### src/rtl/ex_operand_stage.sv
// ID/EX pipeline register with EX-stage RAW forwarding and load-use detection.
// Drives ALU operands A/B and Opcode directly from the held decode fields.
package ex_operand_stage_pkg;
  typedef enum logic [3:0] {
    ALU_ADD  = 4'd0,
    ALU_SUB  = 4'd1,
    ALU_AND  = 4'd2,
    ALU_OR   = 4'd3,
    ALU_XOR  = 4'd4,
    ALU_SLL  = 4'd5,
    ALU_SRL  = 4'd6,
    ALU_SRA  = 4'd7,
    ALU_SLT  = 4'd8,
    ALU_SLTU = 4'd9
  } alu_op_e;
endpackage

module ex_operand_stage
  import ex_operand_stage_pkg::*;
#(
  parameter int unsigned XLEN   = 32,
  parameter int unsigned REG_AW = 5
) (
  input  logic              clk,
  input  logic              rst,
  input  logic              stall,
  input  logic              flush,
  input  logic              id_valid,
  input  logic [XLEN-1:0]   id_pc,
  input  logic [XLEN-1:0]   id_rs1_data,
  input  logic [XLEN-1:0]   id_rs2_data,
  input  logic [XLEN-1:0]   id_imm,
  input  logic [REG_AW-1:0] id_rs1_addr,
  input  logic [REG_AW-1:0] id_rs2_addr,
  input  logic [REG_AW-1:0] id_rd_addr,
  input  alu_op_e           id_alu_op,
  input  logic              id_use_imm,
  input  logic              id_use_pc,
  input  logic              id_reg_write,
  input  logic              id_mem_read,
  input  logic              exmem_reg_write,
  input  logic [REG_AW-1:0] exmem_rd,
  input  logic [XLEN-1:0]   exmem_result,
  input  logic              memwb_reg_write,
  input  logic [REG_AW-1:0] memwb_rd,
  input  logic [XLEN-1:0]   memwb_result,
  output logic              ex_valid,
  output logic [XLEN-1:0]   A,
  output logic [XLEN-1:0]   B,
  output alu_op_e           Opcode,
  output logic [XLEN-1:0]   ex_store_data,
  output logic [XLEN-1:0]   ex_pc,
  output logic [REG_AW-1:0] ex_rd,
  output logic              ex_reg_write,
  output logic              ex_mem_read,
  output logic              load_use_hazard
);

  logic              valid_q;
  logic [XLEN-1:0]   pc_q;
  logic [XLEN-1:0]   rs1_data_q;
  logic [XLEN-1:0]   rs2_data_q;
  logic [XLEN-1:0]   imm_q;
  logic [REG_AW-1:0] rs1_q;
  logic [REG_AW-1:0] rs2_q;
  logic [REG_AW-1:0] rd_q;
  alu_op_e           op_q;
  logic              use_imm_q;
  logic              use_pc_q;
  logic              reg_write_q;
  logic              mem_read_q;

  logic [XLEN-1:0]   rs1_fwd;
  logic [XLEN-1:0]   rs2_fwd;

  // Reset and flush both load a bubble; stall holds; otherwise capture decode.
  always_ff @(posedge clk) begin
    if (rst || flush) begin
      valid_q     <= 1'b0;
      pc_q        <= '0;
      rs1_data_q  <= '0;
      rs2_data_q  <= '0;
      imm_q       <= '0;
      rs1_q       <= '0;
      rs2_q       <= '0;
      rd_q        <= '0;
      op_q        <= ALU_ADD;
      use_imm_q   <= 1'b0;
      use_pc_q    <= 1'b0;
      reg_write_q <= 1'b0;
      mem_read_q  <= 1'b0;
    end else if (!stall) begin
      valid_q     <= id_valid;
      pc_q        <= id_pc;
      rs1_data_q  <= id_rs1_data;
      rs2_data_q  <= id_rs2_data;
      imm_q       <= id_imm;
      rs1_q       <= id_rs1_addr;
      rs2_q       <= id_rs2_addr;
      rd_q        <= id_rd_addr;
      op_q        <= id_alu_op;
      use_imm_q   <= id_use_imm;
      use_pc_q    <= id_use_pc;
      reg_write_q <= id_reg_write & id_valid;
      mem_read_q  <= id_mem_read & id_valid;
    end
  end

  // Youngest producer wins; x0 is hardwired zero and never forwarded.
  always_comb begin
    rs1_fwd = rs1_data_q;
    rs2_fwd = rs2_data_q;
    if (exmem_reg_write && (exmem_rd != '0) && (exmem_rd == rs1_q)) begin
      rs1_fwd = exmem_result;
    end else if (memwb_reg_write && (memwb_rd != '0) && (memwb_rd == rs1_q)) begin
      rs1_fwd = memwb_result;
    end
    if (exmem_reg_write && (exmem_rd != '0) && (exmem_rd == rs2_q)) begin
      rs2_fwd = exmem_result;
    end else if (memwb_reg_write && (memwb_rd != '0) && (memwb_rd == rs2_q)) begin
      rs2_fwd = memwb_result;
    end
  end

  assign A             = use_pc_q  ? pc_q  : rs1_fwd;
  assign B             = use_imm_q ? imm_q : rs2_fwd;
  assign ex_store_data = rs2_fwd;
  assign Opcode        = op_q;
  assign ex_valid      = valid_q;
  assign ex_pc         = pc_q;
  assign ex_rd         = rd_q;
  assign ex_reg_write  = reg_write_q & valid_q;
  assign ex_mem_read   = mem_read_q & valid_q;

  // Conservative: any rs match stalls, whether or not rs2 is consumed.
  assign load_use_hazard = valid_q & mem_read_q & (rd_q != '0) & id_valid &
                           ((id_rs1_addr == rd_q) | (id_rs2_addr == rd_q));

endmodule

### config.mk
export PLATFORM = sky130hd
export DESIGN_NAME = ex_operand_stage
export DESIGN_NICKNAME = d
export VERILOG_FILES = /design/src/rtl/ex_operand_stage.sv
export SDC_FILE = /design/constraint.sdc
export NUM_CORES = 1
export LEC_CHECK = 0
export ABC_AREA = 0
export BUFFER_PORTS_ARGS = -buffer_cell sky130_fd_sc_hd__buf_2
export CAP_MARGIN = 40
export CORE_AREA = 2 2 145 147
export DETAILED_ROUTE_END_ITERATION = 12
export DIE_AREA = 0 0 147 149
export PLACE_DENSITY = 0.82
export SYNTH_ARGS = -nofsm -noshare
export SYNTH_HDL_FRONTEND = slang
export SYNTH_SLANG_ARGS = --single-unit
export TNS_END_PERCENT = 50
### constraint.sdc
create_clock -name clk -period 2.7 [get_ports clk]
set_clock_uncertainty 0.2 [all_clocks]
set_input_delay 0 -clock clk [delete_from_list [all_inputs] [get_ports clk]]
set_output_delay 0 -clock clk [all_outputs]
set_load 0.01 [all_outputs]
== After elaboration in Yosys (flattened, before gate mapping) ==
Cells that the tools add are included.

* Logic and storage cells: 43
* Input port bits: 232
* Output and inout bits: 141
* Flip-flop bits (word level): 152

* Eq/ne operators: 6
* Reduce and logical (&&, ||, !) cells: 10
* Multiplexer cells: 6
* Bitwise gates (word level): 8

{| class="wikitable"
|+ Operators by type and width
! kind !! count
|-
| $mux 32 || 6
|-
| $eq 5x5->1 || 6
|-
| $reduce_bool 5->1 || 3
|-
| $and 1x1->1 || 7
|-
| $logic_and 1x1->1 || 6
|-
| $logic_or 1x1->1 || 1
|-
| $or 1x1->1 || 1
|}

== Logic depth before layout (Yosys ltp) ==
Gate-level depths: netlist of run 1.

* Word-level depth: 6
* Depth in mapped cells: 7
* Depth with buffers taken out: 5

== Worst setup path before layout of run 1 ==
OpenSTA, ideal clock, no wires.

* Path type: reg-to-output
* Start point: register rs2_q[4]
* End point: output port B[30]
* Arrival: 1.777 ns
* Stages on the path, launching flop included: 8
* Required time: 2.500 ns
* Setup slack: 0.723 ns
* Path buffers: 2
* Path through: dfxtp_1 xnor2_1 nand2_1 or3_1 buf_4 buf_12 o211a_1 o31ai_1

* Cells in the longest elaborated chain, start to end: 5
* Elaborated cells on any way between the ends: 7
* Classes of those cells: eq/ne: 2; mux: 3; reduce/logical: 2

{| class="wikitable"
|+ RTL lines
! item !! line !! text
|-
| from (decl) || 65 || <nowiki>logic [REG_AW-1:0] rs2_q;</nowiki>
|-
| from (signal assigned) || 99 || <nowiki>rs2_q <= id_rs2_addr;</nowiki>
|-
| $eq 5x5->1 || 120 || <nowiki>end else if (memwb_reg_write && (memwb_rd != '0) && (memwb_rd == rs2_q)) begin</nowiki>
|-
| $logic_and 1x1->1 || 120 ||
|-
| $mux 32 || 120 ||
|-
| $mux 32 * || 118 || <nowiki>if (exmem_reg_write && (exmem_rd != '0) && (exmem_rd == rs2_q)) begin</nowiki>
|-
| $mux 32 * || 126 || <nowiki>assign B = use_imm_q ? imm_q : rs2_fwd;</nowiki>
|-
| to (decl) || 49 || <nowiki>output logic [XLEN-1:0] B,</nowiki>
|}

Mark *: on every way between the ends. The rest lies on a longest branch, timed or not.

== Final worst setup path of run 1 ==
* Start point: register rs1_q[1]
* End point: output port A[20]

* Cells in the longest elaborated chain, start to end: 5
* Elaborated cells on any way between the ends: 7
* Classes of those cells: eq/ne: 2; mux: 3; reduce/logical: 2

{| class="wikitable"
|+ RTL lines
! item !! line !! text
|-
| from (decl) || 64 || <nowiki>logic [REG_AW-1:0] rs1_q;</nowiki>
|-
| from (signal assigned) || 98 || <nowiki>rs1_q <= id_rs1_addr;</nowiki>
|-
| $eq 5x5->1 || 115 || <nowiki>end else if (memwb_reg_write && (memwb_rd != '0) && (memwb_rd == rs1_q)) begin</nowiki>
|-
| $logic_and 1x1->1 || 115 ||
|-
| $mux 32 || 115 ||
|-
| $mux 32 * || 113 || <nowiki>if (exmem_reg_write && (exmem_rd != '0) && (exmem_rd == rs1_q)) begin</nowiki>
|-
| $mux 32 * || 125 || <nowiki>assign A = use_pc_q ? pc_q : rs1_fwd;</nowiki>
|-
| to (decl) || 48 || <nowiki>output logic [XLEN-1:0] A,</nowiki>
|}

Marks and branches as above.

==> qor.yml, run 1 <==
run_status:
  status: "finished, final reports clean"
cells_and_area:
  syn2layout_area_growth_pct: 59.4
  layout_commonest_cell: "buf_2"
  final_util_pct: 62.4
  drive_gt1_share_pct: 32.5
  nets: 1730
  diodes: 0
  final_cell_mix: "371 x buf_2, 277 x nor2_1, 167 x dlygate4sd3_1, 151 x mux2i_1, 146 x dfxtp_1"
place:
  dp_hpwl_um: 21700
  routabilityCongestion: 0.997
  port_buffers: 372
power:
  p_leak_nw: 6.16
  peakVddDrop_mv: 0.468
  p_per_area_nw_per_um2: 469
drt:
  finalWirelength_um: 35000
  met1_length_um: 13200
  highest_layer: "met5"
  ant_nets: 0
  drcViolationCount: 0
  avgViaCountPerCell: 5.51
  num_vias: 9846
  wl_per_cell_um: 19.6
  first_pass_iters: 5
  drt-initial-drc-count: 732
  route.met2.wl_um: 17000
  dr_wl_met3_um: 3220
timing:
  worst_pin_slew_ns: 0.687
  max_freq_ghz: 0.379
  final_max_slew_viol_count: 0
  rsz0062_at_grt: "false"
  fin_tns_setup_ns: 0
  fin_crit_ns: 2.64
  setup_viol: 0
  hold_viol: 0
  period_share_pct: 97.7
  slew_headroom_pct: 54.2
yosys:
  syn_area_per_cell_um2: 8.18
  synth_top_area_cell: "dfxtp_1"
  ys.flop_type: "dfxtp_1"
  ys_ff_latch: 152
  synth_edf_count: 0
  syn_area_um2: 8050
  synth-async-reset-ratio_pct: 0
  synthDistinctLibCells: 34
  synth_seq_area_share_pct: 37.8
  synthCells: 984
  yosysWarnings: 0
  syn_nets: 1216
  synth_top_cell_area_share_pct: 37.8
  synthTopCellsByArea: "dfxtp_1 38%, mux2i_1 19%, nor2_1 13%"
global_routing:
  track_usage_pct: 29.9
  antenna_found_initial: 1
  first_global_vias: 9770
  grt-ovfl-total: 0
  grt_pass1_wl_um: 51300
  grt_max_degree: 73
clocking:
  cts_buffer_depth: 2
  root_buffer: "clkbuf_16"
  cts_made_buffers: 17
  clock_latency_ns: 0.42
  cts_tree: "built"
  cts.htree.levels: 4
  clk_pin_slew_ns: 0.07
  numClockSinks: 152
worst_hold_path:
  holdCritPathClass: "input pin to flop"
setup_path:
  criticalPathCategory: "flop to output pin"
  cp-end-kind: "output pin"
  startpoint: "rs1_q[1]"
  critPathCapture: "A[20]"
  required_ns: 2.50
  r2r_slack_ns: 0.64
  worstPathArrival_ns: 2.44
  crit_path_max_fanout: 16
  r2r_end: "mem_read_q"
  reg2reg_depth: 4
  r2r_start: "mem_read_q"
  start_kind: "flop"
die:
  die_x_um: 147
  initial_core_util_pct: 39.1
  num_rows: 53
  die_area_um2: 21900
  io_pins: 373
  core_um2: 20600
  die_h_um: 149
job:
  drv_cap: 0
-- registers in the layout, indices dropped and copies added (netlist names) --
name         flops
use_imm_q        1
imm_q           32
rs1_q            5
mem_read_q       1
Opcode           4
ex_pc           32
rs1_data_q      32
rs2_data_q      32
ex_rd            5
rs2_q            5
reg_write_q      1
ex_valid         1
use_pc_q         1
-- worst max-delay path: stages (launching register included) --
cell	delay (ns)
dfxtp_1	0.34
xnor2_1	0.28
o211ai_4	0.12
or2_4	0.36
buf_4	0.24
a211oi_1	0.36
o31ai_1	0.14
buf_2	0.16
-- per-layer routing --
layer	GRT usage (%)	vias up
met3	6.33	169
met4	14.8	2
met2	52.7	744
li1	-	4419
met1	34.5	4512
met5	0	-
-- synth_stat cells (2+ instances only) --
cell	instances
a211oi_1	32
buf_1	7
a21oi_1	4
buf_4	5
inv_1	34
mux2i_1	151
or3_1	2
a221oi_2	10
or4_1	2
nor3_1	37
nand3_1	4
nor2_1	279
dfxtp_1	152
clkbuf_1	51
a221oi_1	21
and2_1	3
xor2_1	6
xnor2_1	23
nand4_1	2
o211ai_1	2
or2_2	2
a22oi_1	2
buf_6	4
buf_2	14
nand2_1	64
o31ai_1	63
-- cell families after synthesis --
group                  after synthesis  synth area share (%)
AND/OR/NAND/NOR                    398                  19.7
XOR/XNOR                            29                  3.16
multiplexers                       151                  18.8
buffers and inverters              116                  6.44
AO/OA/AOI/OAI                      138                  14.1
flip-flops                         152                  37.8
-- layout make-up --
| type | count | area (um2) |
|---|---|---|
| clock buffers | 20 | 457 |
| clock inverters | 12 | 140 |
| fillers | 1600 | 7730 |
| inverters | 34 | 128 |
| multi-input cells | 717 | 4710 |
| flip-flops and latches | 152 | 3050 |
| well taps | 275 | 344 |
| repair buffers | 576 | 4000 |
-- where the power goes --
group,total [mW],leakage (nW),switching [mW],internal (mW)
Combinational,1.18,4.63,0.582,0.594
Clock,2.45,0.284,1.03,1.43
Sequential,2.38,1.24,0.0679,2.32
Total,6.01,6.16,1.68,4.34
-- how the worst min path moves through the flow --
stage	startpoint	to	slack, ns	cells after the start
6_report	stall	rs1_data_q[30]	0.08	3
5_1_grt	stall	rs1_data_q[30]	0.09	3
4_1_cts	stall	ex_pc[29]	0.08	3
3_5_place_dp	id_pc[1]	ex_pc[1]	0.04	3
3_3_place_gp	id_pc[28]	ex_pc[28]	0.03	3
2_1_floorplan	id_valid	load_use_hazard	-0.07	2
-- through the flow --
| step | cells | cell area, um2 | power, mW | worst slack (ns) | hold slack, ns |
|---|---|---|---|---|---|
| 3_3_place_gp | 1572 | 10200 | 3.31 | 0.310 | 0.0268 |
| 6_report | 1786 | 12800 | 6.01 | 0.0617 | 0.0847 |
| 4_1_cts | 1781 | 12700 | 5.97 | 0.00477 | 0.0791 |
| 3_5_place_dp | 1574 | 10200 | 3.34 | 0.297 | 0.0368 |
| 5_1_grt | 1786 | 12800 | 6.21 | 0.00861 | 0.0938 |
| 2_1_floorplan | 984 | 8050 | 2.91 | 0.723 | -0.0748 |
-- timing repair --
| action | CTS | global route |
|---|---|---|
| endpoints found under the setup margin | 52 | 55 |
| hold buffers | 167 | 0 |
| buffers inserted | 7 | 5 |
| cloned | 1 | 0 |
| resized for setup | 26 | 12 |
| endpoints found under the hold margin | 152 | 0 |
| pin swaps | 4 | 3 |
Note: power is estimated with default switching activity, not from simulation.
==> inputs of run 2 (changes only) <==
BUFFER_PORTS_ARGS = -buffer_cell sky130_fd_sc_hd__clkbuf_2   (was -buffer_cell sky130_fd_sc_hd__buf_2)
clock period = 3.4 ns   (was 2.7 ns; I/O delays follow)
==> run 2 against run 1 <==
Via count fell by 2.6%; count of clock-buffer cells in the layout unchanged; non-clock buffer count shrank 29; sequential share of layout area up 1.2 points; first-iteration DRC count increased by 1.6%; core utilization decreased by 3.0 points; largest power group is now sequential cells; flip-flop and latch count stayed put; combinational power decreased by 25%; clock power is 24% lower; cell count fell by 1.7%; critical path depth stayed put.
==> qor.yml, run 2 (synthesis results as in run 1) <==
cells_and_area:
  syn2layout_area_growth_pct: 51.7
  layout_commonest_cell: "clkbuf_2"
  final_cell_mix: "371 x clkbuf_2, 277 x nor2_1, 154 x dlygate4sd3_1, 151 x mux2i_1, 150 x dfxtp_1"
  diodes: 0  # unchanged
  drive_gt1_share_pct: 30.1  # -2.4 points
  n_fill_cell: 1648  # +3.0%
  nets: 1700  # -1.7%
clocking:
  clk_pin_slew_ns: 0.06  # about the same
  cts_made_buffers: 17  # unchanged
  ctsResizeCount: 0  # -100%
  clock_latency_ns: 0.41  # about the same
  cts_tree: "built"
  root_buffer: "clkbuf_16"
  cts.htree.levels: 4  # unchanged
  numClockSinks: 152  # unchanged
  cts_buffer_depth: 2  # unchanged
setup_path:
  worstPathArrival_ns: 2.96  # +0.52 ns
  critical_path.top_delay_family: "simple AND/OR/NAND/NOR gates"
  slowest_delay_ns: 0.72  # +0.36 ns
  reg2reg_depth: 3  # -1
  crit_cells: 7  # unchanged
  required_ns: 3.20  # +0.70 ns
  cp_slowest_cell: "or3_2"
  start_kind: "flop"
  crit_chain: "xnor2_1 > nand3_1 > or3_2 > buf_16 > a221oi_1 > nor2_1 > clkbuf_2"
  critPathBufInv: 2  # unchanged
  r2r_slack_ns: 1.87  # +1.23 ns
  criticalPathCategory: "flop to output pin"
  cp-end-kind: "output pin"
  crit_path_max_fanout: 21  # +5
global_routing:
  grt_pass1_wl_um: 50900  # -0.65%
  grt-ovfl-total: 0  # unchanged
  track_usage_pct: 29.3  # -0.57 points
  first_global_vias: 9967  # +2.0%
  grt_max_degree: 79  # +8.2%
  antenna_found_initial: 0  # -1
power:
  combPwrFrac_pct: 19.0  # -0.6 points
  pwr-share-seq_pct: 40.7  # +1.0 points
  power.switching_mw: 1.31  # -22%
  p_leak_nw: 5.82  # -5.5%
  peakVddDrop_mv: 0.363  # -22%
  clkPwrFrac_pct: 40.3  # -0.5 points
  swShare_pct: 28.1  # +0.25 points
  total_power_mw: 4.64  # -23%
  p_per_area_nw_per_um2: 380  # -19%
  p_int_mw: 3.34  # -23%
timing:
  final_max_slew_viol_count: 0  # unchanged
  setup_viol: 0  # unchanged
  worst_pin_slew_ns: 0.887  # +0.200 ns
  slew_headroom_pct: 40.9  # -13 points
  rsz0062_at_grt: "false"
  fin_crit_ns: 3.16
  period_share_pct: 92.8
  hold_viol: 0  # unchanged
  worst_hold_slack_ns: 0.122  # +0.0373 ns
  fin_tns_setup_ns: 0  # unchanged
  max_freq_ghz: 0.317
drt:
  first_pass_iters: 8  # +3
  drcViolationCount: 0  # unchanged
  ant_nets: 0  # unchanged
  wl_per_cell_um: 19.0  # -3.2%
  num_vias: 9593  # -2.6%
  finalWirelength_um: 33300  # -4.8%
  drt-initial-drc-count: 744  # +1.6%
  avgViaCountPerCell: 5.46  # -0.91%
worst_hold_path:
  holdCritPathClass: "input pin to flop"
  whs_path_depth: 3  # unchanged
run_status:
  status: "finished, final reports clean"
die:
  initial_core_util_pct: 39.1  # unchanged
  die_area_um2: 21900  # unchanged
  die_h_um: 149  # unchanged
  die_x_um: 147  # unchanged
  core_um2: 20600  # unchanged
  io_pins: 373  # unchanged
  num_rows: 53  # unchanged
place:
  dp_hpwl_um: 21200  # -2.4%
  routabilityCongestion: 0.925  # -7.2%
  port_buffers: 372  # unchanged
job:
  drv_cap: 0  # unchanged
run 2: cell count changes in the layout (fill, tap and decap cells not counted), moves of 9 or more:
| cell | before | now |
|---|---|---|
| dlygate4sd3_1 | 167 | 154 |
| clkbuf_2 | 0 | 371 |
| a221oi_2 | 28 | 10 |
| buf_2 | 371 | 0 |
| a221oi_1 | 1 | 21 |
| buf_12 | 10 | 1 |
run 2: worst reg2reg max path, stage by stage (launching register included):
cell and delay, ns:
dfxtp_1 0.31, a22oi_1 0.21, dlygate4sd3_1 0.61, nor2_1 0.06
run 2: layout make-up:
cell class	count	area, um2	share of cell area (%)
tap	275	344	2.82
inverter	34	128	1.05
clock inverter	12	116	0.953
clock buffer	20	457	3.74
timing repair buffer	547	3600	29.5
sequential	152	3050	24.9
multi-input combinational	716	4520	37.0
run 2: power by group through the flow:
stage	Combinational (mW)	Clock [mW]	Sequential, mW
final	0.882	1.87	1.89
after global routing	0.940	1.97	1.90
after CTS	0.857	1.90	1.89
after detailed placement	0.712	0	1.93
after global placement	0.699	0	1.92
after floorplan	0.391	0	1.92
run 2: repair_timing:
action	CTS	global route
endpoints found under the hold margin	152	0
hold buffers	154	0
setup buffers	0	0
endpoints found under the setup margin	0	0
run 2: metrics by stage:
stage / utilization, % / setup slack (ns) / instance area [um2] / instances
detailed placement: 49.1 / 0.734 / 10100 / 1570
finish: 59.4 / 0.245 / 12200 / 1756
global placement: 49.0 / 0.706 / 10100 / 1569
floorplan: - / 1.42 / 8050 / 984
global route: 59.4 / 0.112 / 12200 / 1756
CTS: 59.4 / 0.332 / 12200 / 1756
run 2: path summary, 6_finish.rpt:
check        startpoint                 to
max            rs2_q[0]  ex_store_data[11]
min               stall          ex_pc[30]
max reg2reg  mem_read_q         mem_read_q
min reg2reg   imm_q[13]          imm_q[13]
run 2: routing by layer:
metal | track usage (%) | share of wire (%) | up-vias | wire length (um)
met5 | 0 | 0 | - | 0
li1 | - | - | 4350 | -
met2 | 50.5 | 48 | 662 | 15900
met1 | 33.5 | 38 | 4413 | 12600
met4 | 17.8 | 5.8 | 0 | 1930
met3 | 6.21 | 8.5 | 168 | 2830
==> inputs of run 3 (changes only) <==
ABC_CLOCK_PERIOD_IN_PS = 3700   (was not set)
PLACE_DENSITY = 0.7   (was 0.82)
clock period = 3.7 ns   (was 3.4 ns; I/O delays follow)
==> run 3 against run 2 <==
Critical path depth fell by 1; global-route usage fell by 0.12 points; register-to-register slack got worse by 0.22 ns; count of clock-buffer cells in the layout did not move; final area rose by 4.5%; first-iteration DRC count fell by 18%; flip-flop and latch count did not move; setup slack improved by 0.32 ns; largest cell class unchanged.
==> qor.yml, run 3 (synthesis results as in run 1) <==
timing:
  period_share_pct: 84.9
  slew_headroom_pct: 39.1  # -1.8 points
  hold_viol: 0  # unchanged
  final_max_slew_viol_count: 0  # unchanged
  rsz0062_at_grt: "false"
  fin_crit_ns: 3.14
  max_freq_ghz: 0.318
  fin_tns_setup_ns: 0  # unchanged
  worst_pin_slew_ns: 0.914  # +0.0269 ns
  setup_viol: 0  # unchanged
global_routing:
  antenna_found_initial: 0  # unchanged
  grt-ovfl-total: 0  # unchanged
  track_usage_pct: 29.2  # -0.12 points
  first_global_vias: 9587  # -3.8%
  grt_max_degree: 72  # -8.9%
  grt_pass1_wl_um: 50100  # -1.6%
clocking:
  clk_pin_slew_ns: 0.07  # about the same
  ctsResizeCount: 0  # unchanged
  numClockSinks: 152  # unchanged
  cts_buffer_depth: 2  # unchanged
  root_buffer: "clkbuf_16"
  cts_made_buffers: 17  # unchanged
  cts_tree: "built"
  cts.htree.levels: 4  # unchanged
  clock_latency_ns: 0.42  # about the same
setup_path:
  r2r_end: "Opcode[3]"
  slowest_delay_ns: 0.86  # +0.14 ns
  worstPathArrival_ns: 2.94  # -0.02 ns
  cp-end-kind: "output pin"
  reg2reg_depth: 4  # +1
  crit_path_max_fanout: 32  # +52%
  crit_chain: "xnor2_1 > nand3_1 > or3_2 > a221oi_1 > o31ai_1 > clkbuf_2"
  critPathCapture: "B[2]"
  required_ns: 3.50  # +0.30 ns
  startpoint: "rs2_q[0]"
  r2r_slack_ns: 1.65  # -0.22 ns
  cp_slowest_cell: "or3_2"
  criticalPathCategory: "flop to output pin"
  start_kind: "flop"
  r2r_start: "Opcode[3]"
power:
  combPwrFrac_pct: 19.3  # +0.3 points
  clkPwrFrac_pct: 41.7  # +1.4 points
  pwr-share-seq_pct: 38.9  # -1.8 points
  p_int_mw: 3.24  # -2.8%
  p_per_area_nw_per_um2: 349  # -8.2%
  peakVddDrop_mv: 0.303  # -16%
  p_leak_nw: 6.04  # +3.8%
  power.switching_mw: 1.21  # -7.2%
  swShare_pct: 27.2  # -0.91 points
die:
  io_pins: 373  # unchanged
  die_x_um: 147  # unchanged
  num_rows: 53  # unchanged
  initial_core_util_pct: 39.1  # unchanged
  die_area_um2: 21900  # unchanged
  core_um2: 20600  # unchanged
  die_h_um: 149  # unchanged
cells_and_area:
  syn2layout_area_growth_pct: 58.5
  seq_area_um2: 3050  # unchanged
  n_fill_cell: 1677  # +1.8%
  multiInputGateArea_um2: 4520  # about the same
  nets: 1739  # +2.3%
  post_layout_nonfiller_instances: 1795  # +2.2%
  final_cell_mix: "371 x clkbuf_2, 277 x nor2_1, 196 x dlygate4sd3_1, 151 x mux2i_1, 150 x dfxtp_1"
  diodes: 0  # unchanged
  drive_gt1_share_pct: 29.2  # -0.90 points
  layout_commonest_cell: "clkbuf_2"
run_status:
  status: "finished, final reports clean"
drt:
  num_vias: 9590  # -0.031%
  drcViolationCount: 0  # unchanged
  wl_per_cell_um: 18.6  # -2.2%
  drt-initial-drc-count: 609  # -18%
  ant_nets: 0  # unchanged
  finalWirelength_um: 33300  # about the same
  avgViaCountPerCell: 5.34  # -2.2%
  first_pass_iters: 5  # -3
place:
  dp.cells: 1567  # -0.19%
  routabilityCongestion: 0.854  # -7.6%
  dp_hpwl_um: 21000  # -1.1%
  port_buffers: 372  # unchanged
worst_hold_path:
  holdCritPathClass: "input pin to flop"
job:
  drv_cap: 0  # unchanged
## run 3: cell count changes in the layout (fill, tap and decap cells not counted), sizes merged
cell	before	now
clkinvlp	5	4
inv	38	37
bufinv	1	3
dlygate4sd3	154	196
buf	21	18
## run 3: worst min path at each step
stage                            to  cells after the start  slack, ns  startpoint
floorplan           load_use_hazard                      2      -0.07    id_valid
global placement          ex_pc[28]                      3       0.03   id_pc[28]
detailed placement         use_pc_q                      3       0.04   id_use_pc
CTS                        use_pc_q                      4       0.11         rst
global route               ex_pc[7]                      4       0.16    id_pc[7]
finish                    imm_q[30]                      4       0.11         rst
## run 3: timing repair
| item | in CTS | in global routing |
|---|---|---|
| hold buffers | 196 | 0 |
| setup buffers | 0 | 0 |
| endpoints found under the hold margin | 152 | 0 |
## run 3: cell type report
cell class | count | area share (%)
well taps | 275 | 2.70
repair buffers | 586 | 32.1
clock buffers | 20 | 3.58
flip-flops and latches | 152 | 23.9
clock inverters | 12 | 1.30
inverters | 34 | 1.00
multi-input cells | 716 | 35.4
## run 3: layer usage
layer	track usage (%)	wire (um)	vias up
met1	33.1	12600	4520
met3	6.33	2560	113
li1	-	-	4433
met2	52.0	16700	524
met4	14.8	1500	0
met5	0	0	-
## run 3: power by group through the flow
stage	Combinational [mW]	Sequential [mW]	Clock (mW)
final	0.861	1.73	1.86
after CTS	0.835	1.73	1.88
after floorplan	0.360	1.76	0
after detailed placement	0.663	1.77	0
after global placement	0.643	1.77	0
after global routing	0.915	1.74	1.95
## run 3: worst max-delay path: cells and delay by family (launching register included)
kind / cells / cell delay [ns]
buffers and inverters: 1 / 0.16
AND/OR/NAND/NOR: 2 / 1.05
XOR/XNOR: 1 / 0.14
flip-flops: 1 / 0.40
AO/OA/AOI/OAI: 2 / 0.77
## run 3: per-stage QoR
step	setup WS, ns	hold WS (ns)	power (mW)	area [um2]	utilization, %
2_1_floorplan	1.72	-0.0748	2.12	8050	-
3_5_place_dp	0.981	0.0358	2.43	10200	49.5
5_1_grt	0.413	0.155	4.61	12800	62.1
3_3_place_gp	1.03	0.0273	2.41	10000	48.9
6_report	0.560	0.107	4.45	12800	62.1
4_1_cts	0.663	0.110	4.45	12800	62.1
